## src/rtl/regfile_pkg.sv

```systemverilog
// regfile_pkg: shared widths, issue-op encoding and issue-slot layout for the register-file access controller
package regfile_pkg;
    localparam int XLEN_DEF = 32;
    localparam int AW_DEF = 5;
    typedef enum logic [1:0] {OP_NONE, OP_WR, OP_RD} op_e;
    typedef struct packed {
        op_e                 op;
        logic [AW_DEF-1:0]   dr;
        logic [AW_DEF-1:0]   sa;
        logic [AW_DEF-1:0]   sb;
        logic [XLEN_DEF-1:0] data;
    } slot_t;
endpackage

```

## src/rtl/regfile_grant.sv

```systemverilog
// regfile_grant: writeback-priority arbiter with a streak limit that forces a pending read through
module regfile_grant #(
    parameter int WB_STREAK_MAX = 4
) (
    input  logic CLK,
    input  logic RST,
    input  logic wb_valid,
    input  logic rd_valid,
    input  logic rd_busy,
    output logic wb_ready,
    output logic rd_ready,
    output logic wb_grant,
    output logic rd_grant
);
    logic [3:0] streak;
    logic rd_pend;
    logic force_rd;
    always_comb begin
        rd_pend  = rd_valid & !rd_busy;
        force_rd = rd_pend & (streak == 4'(WB_STREAK_MAX));
        wb_ready = !force_rd;
        wb_grant = wb_valid & wb_ready;
        rd_ready = !rd_busy & !wb_grant;
        rd_grant = rd_valid & rd_ready;
    end
    always_ff @(posedge CLK) begin
        if (RST || rd_grant || !rd_pend)
            streak <= '0;
        else if (wb_grant)
            streak <= streak + 4'd1;
    end
endmodule

```

## src/rtl/regfile_access_ctrl.sv

```systemverilog
// regfile_access_ctrl: shares the single LD-controlled register-file port between writeback and operand reads.
// Optional REGFILE_X0_HARDWIRE_EN: drop writes to x0 and return zero for x0 operands.
module regfile_access_ctrl
    import regfile_pkg::*;
#(
    parameter int XLEN = XLEN_DEF,
    parameter int AW = AW_DEF,
    parameter int WB_STREAK_MAX = 4
) (
    input  logic            CLK,
    input  logic            RST,
    input  logic            wb_valid,
    output logic            wb_ready,
    input  logic [AW-1:0]   wb_rd,
    input  logic [XLEN-1:0] wb_data,
    input  logic            rd_valid,
    output logic            rd_ready,
    input  logic [AW-1:0]   rd_rs1,
    input  logic [AW-1:0]   rd_rs2,
    output logic            rsp_valid,
    input  logic            rsp_ready,
    output logic [XLEN-1:0] rsp_a,
    output logic [XLEN-1:0] rsp_b,
    output logic            rf_ld,
    output logic [AW-1:0]   rf_sa,
    output logic [AW-1:0]   rf_sb,
    output logic [AW-1:0]   rf_dr,
    output logic [XLEN-1:0] rf_din,
    input  logic [XLEN-1:0] rf_data_a,
    input  logic [XLEN-1:0] rf_data_b
);
    slot_t slot;
    slot_t slot_d;
    logic rd_busy;
    logic rsp_fire;
    logic busy_eff;
    logic wb_grant;
    logic rd_grant;
    logic wr_drop;
    logic iss_rd;
    logic cap;
    logic [XLEN-1:0] cap_a;
    logic [XLEN-1:0] cap_b;

    // the read slot frees in the handshake cycle so a new read can be granted alongside it
    assign rsp_fire = rsp_valid & rsp_ready;
    assign busy_eff = rd_busy & !rsp_fire;

    regfile_grant #(.WB_STREAK_MAX(WB_STREAK_MAX)) u_grant (
        .CLK      (CLK),
        .RST      (RST),
        .wb_valid (wb_valid),
        .rd_valid (rd_valid),
        .rd_busy  (busy_eff),
        .wb_ready (wb_ready),
        .rd_ready (rd_ready),
        .wb_grant (wb_grant),
        .rd_grant (rd_grant)
    );

`ifdef REGFILE_X0_HARDWIRE_EN
    logic za;
    logic zb;
    assign wr_drop = wb_rd == '0;
    always_ff @(posedge CLK) begin
        if (RST) begin
            za <= 1'b0;
            zb <= 1'b0;
        end else begin
            za <= rf_sa == '0;
            zb <= rf_sb == '0;
        end
    end
    assign cap_a = za ? '0 : rf_data_a;
    assign cap_b = zb ? '0 : rf_data_b;
`else
    assign wr_drop = 1'b0;
    assign cap_a = rf_data_a;
    assign cap_b = rf_data_b;
`endif

    always_comb begin
        slot_d.op   = wb_grant ? (wr_drop ? OP_NONE : OP_WR) : rd_grant ? OP_RD : OP_NONE;
        slot_d.dr   = wb_rd;
        slot_d.sa   = rd_rs1;
        slot_d.sb   = rd_rs2;
        slot_d.data = wb_data;
    end

    // accept -> slot -> rf_* drive -> rf samples -> capture; iss_rd/cap track a read down that pipe
    always_ff @(posedge CLK) begin
        if (RST) begin
            slot      <= '0;
            rf_ld     <= 1'b0;
            rf_sa     <= '0;
            rf_sb     <= '0;
            rf_dr     <= '0;
            rf_din    <= '0;
            iss_rd    <= 1'b0;
            cap       <= 1'b0;
            rd_busy   <= 1'b0;
            rsp_valid <= 1'b0;
            rsp_a     <= '0;
            rsp_b     <= '0;
        end else begin
            slot    <= slot_d;
            rf_ld   <= slot.op == OP_WR;
            rf_sa   <= slot.op == OP_RD ? slot.sa : '0;
            rf_sb   <= slot.op == OP_RD ? slot.sb : '0;
            if (slot.op == OP_WR) begin
                rf_dr  <= slot.dr;
                rf_din <= slot.data;
            end
            iss_rd  <= slot.op == OP_RD;
            cap     <= iss_rd;
            rd_busy <= rd_grant | busy_eff;
            if (cap) begin
                rsp_valid <= 1'b1;
                rsp_a     <= cap_a;
                rsp_b     <= cap_b;
            end else if (rsp_fire) begin
                rsp_valid <= 1'b0;
            end
        end
    end
endmodule

```

## config.mk

```make
export PLATFORM = sky130hd
export DESIGN_NAME = regfile_access_ctrl
export DESIGN_NICKNAME = d
export VERILOG_FILES = /design/src/rtl/regfile_pkg.sv /design/src/rtl/regfile_grant.sv /design/src/rtl/regfile_access_ctrl.sv
export SDC_FILE = /design/constraint.sdc
export NUM_CORES = 1
export LEC_CHECK = 0
export BUFFER_PORTS_ARGS = -buffer_cell sky130_fd_sc_hd__buf_2
export CAP_MARGIN = 5
export CELL_PAD_IN_SITES_DETAIL_PLACEMENT = 1
export CELL_PAD_IN_SITES_GLOBAL_PLACEMENT = 1
export CORE_MARGIN = 8
export CORE_UTILIZATION = 38
export DETAILED_ROUTE_END_ITERATION = 12
export PLACE_DENSITY_LB_ADDON = 0.1
export RECOVER_POWER = 25
export REMOVE_ABC_BUFFERS = 1
export SYNTH_ARGS = -nofsm -noshare
export SYNTH_HDL_FRONTEND = slang
export SYNTH_SLANG_ARGS = --single-unit
```

## constraint.sdc

```tcl
create_clock -name CLK -period 3.1 [get_ports CLK]
set_input_delay 0.465 -clock CLK [delete_from_list [all_inputs] [get_ports CLK]]
set_output_delay 0.465 -clock CLK [all_outputs]
set_load 0.1 [all_outputs]
```

==> qor.yml <==
worstPathMaxFanout: 4
syn-cell-area_um2: 5600
finalInstanceArea_um2: 7330
cp-start-kind: "flop"
tritoncts: "built"
cts_buffers: 17
rsz0062_at_grt: "false"
syn_to_final_growth_pct: 30.8
die_w_um: 137
cts.clk_slew.worst_paths_ns: 0.06
firstDrtPassIters: 4
hold_slack_ns: 0.257
status: "finished clean"
final_hold_viol_count: 0
yosysSeqAreaShare_pct: 60.4
synthCells: 532
syn_area_per_cell_um2: 10.5
die_h_um: 137
leakage_nw: 3.24
drc: 0
drt-total-wl_um: 15200
coreArea_um2: 14500
maxCapViolCount: 0
required_ns: 2.63
vias: 4339
p_per_area_nw_per_um2: 623
viasPerCell: 4.57
setup_viol: 0
maxSlewHeadroom_pct: 18.6
final_common_cell: "buf_2"
grt_first_pass_wirelength_um: 23100
clk_latency_ns: 0.41
row_count: 44
routabilityCongestion: 0.796
power_mw: 4.56
peakVddDrop_mv: 0.369
max_freq_ghz: 0.437
first_iter_violations: 122
post_cts_resize_count: 0
gr-total-overflow: 0
place_hpwl_um: 11100
grt_start_max_net_pins: 82
io_pins: 231
place_area_um2: 6810
io_buffer_count: 230
yosys_warnings: 0
ctsHoldBuffers: 0
dieArea_um2: 18900
worstSetupPathType: "reg -> out"
final_max_slew_viol_count: 0
nNetsFinal: 871
root_buffer: "clkbuf_16"
grt_pass1_vias: 4516
start_util_pct: 38.7
ant_nets: 0
antenna_found_initial: 1
wl_per_cell_um: 16.0
ys_seq_elements: 169
worstSetupEndpointType: "output pin"
clk_path_buf_depth: 2
cts_max_level: 4
hold_class: "in -> reg"
synth.distinct_cells: 27
cts_sinks: 169
cts_setup_buffers: 0
post-route-min-period_ns: 2.29
drive_gt1_share_pct: 37.3
min_period_over_period_pct: 73.8
layout_common_cells: "buf_2 (229), dfxtp_1 (168), nand2_1 (76)"
grt_use_total_pct: 15.8
crit_arrival_ns: 1.82
worst_pin_slew_ns: 1.22
skew_ns: 0.00732
-- metal layers --
| layer | track usage (%) | share of wire [%] |
|---|---|---|
| met1 | 17.5 | 41 |
| met2 | 27.4 | 49 |
| met3 | 4.63 | 8.3 |
| met4 | 7.36 | 2.2 |
| met5 | 0 | 0 |
-- worst max-delay path, cell delays in order (launching register included) --
cell	delay, ns
dfxtp_1	0.39
inv_1	0.06
ha_1	0.21
and3b_1	0.20
nand3_1	0.11
buf_2	0.43
-- cell families after synthesis --
| family | synth area share [%] |
|---|---|
| simple gates | 17.8 |
| mux | 11.4 |
| fa+ha+maj | 0.447 |
| compound gates | 5.16 |
| buf+inv | 4.42 |
| flops | 60.4 |
| xor+xnor | 0.313 |
-- stage by stage --
stage	setup slack, ns	util (%)	setup TNS (ns)	cells
detailed placement	1.25	47.0	0	918
floorplan	-0.0793	-	-0.0793	499
global route	0.610	50.6	0	950
finish	0.813	50.6	0	950
global placement	1.29	47.0	0	918
CTS	0.779	50.7	0	949
-- worst paths after layout --
path                             endpoint  cells after the start  slack [ns]               from
worst min register to register   rf_sa[0]                      1        0.43           slot[37]
worst max-delay path             wb_ready                      5        0.81  u_grant.streak[0]
worst max register to register  rsp_b[25]                      3        1.43                cap
worst min-delay path             slot[36]                      2        0.26          rd_rs2[4]
-- final cells by class --
cell class	instances	area (µm²)
tap	184	230
clock inverter	8	46.3
sequential	169	3390
fill	1690	7150
antenna	1	2.50
multi-input combinational	326	1970
inverter	4	15.0
timing repair buffer	235	1200
clock buffer	23	478
-- cell usage after synthesis, drive strengths merged --
master | count | area (µm²)
a21bo | 1 | 10.0
a21boi | 1 | 7.51
a21oi | 38 | 265
and2 | 12 | 75.1
and2b | 1 | 7.51
and3b | 1 | 8.76
buf | 32 | 229
clkbuf | 1 | 3.75
dfxtp | 169 | 3380
ha | 2 | 25.0
inv | 4 | 15.0
mux2i | 64 | 641
nand2 | 76 | 285
nand2b | 2 | 12.5
nand3 | 2 | 10.0
nand3b | 1 | 7.51
nand4 | 1 | 6.26
nor2 | 70 | 263
nor2b | 49 | 307
nor3 | 1 | 5.00
nor3b | 1 | 12.5
o22ai | 1 | 6.26
xnor2 | 1 | 8.76
xor2 | 1 | 8.76
-- sequential cells by signal (all words and copies together) (netlist names), 4 cells and up --
| signal | cells |
|---|---|
| rsp_b | 32 |
| rsp_a | 32 |
| rf_sa | 5 |
| rf_sb | 5 |
| u_grant.streak | 4 |
| slot | 49 |
| rf_din | 32 |
| rf_dr | 5 |
-- power breakdown --
| part | total, mW | internal [mW] | switching, mW | leakage, nW |
|---|---|---|---|---|
| clock network | 1.89 | 1.08 | 0.815 | 0.259 |
| registers | 2.25 | 2.23 | 0.0238 | 1.38 |
| logic | 0.414 | 0.115 | 0.299 | 1.60 |
| total | 4.56 | 3.42 | 1.14 | 3.24 |
Power figures use the tool's default switching activity.
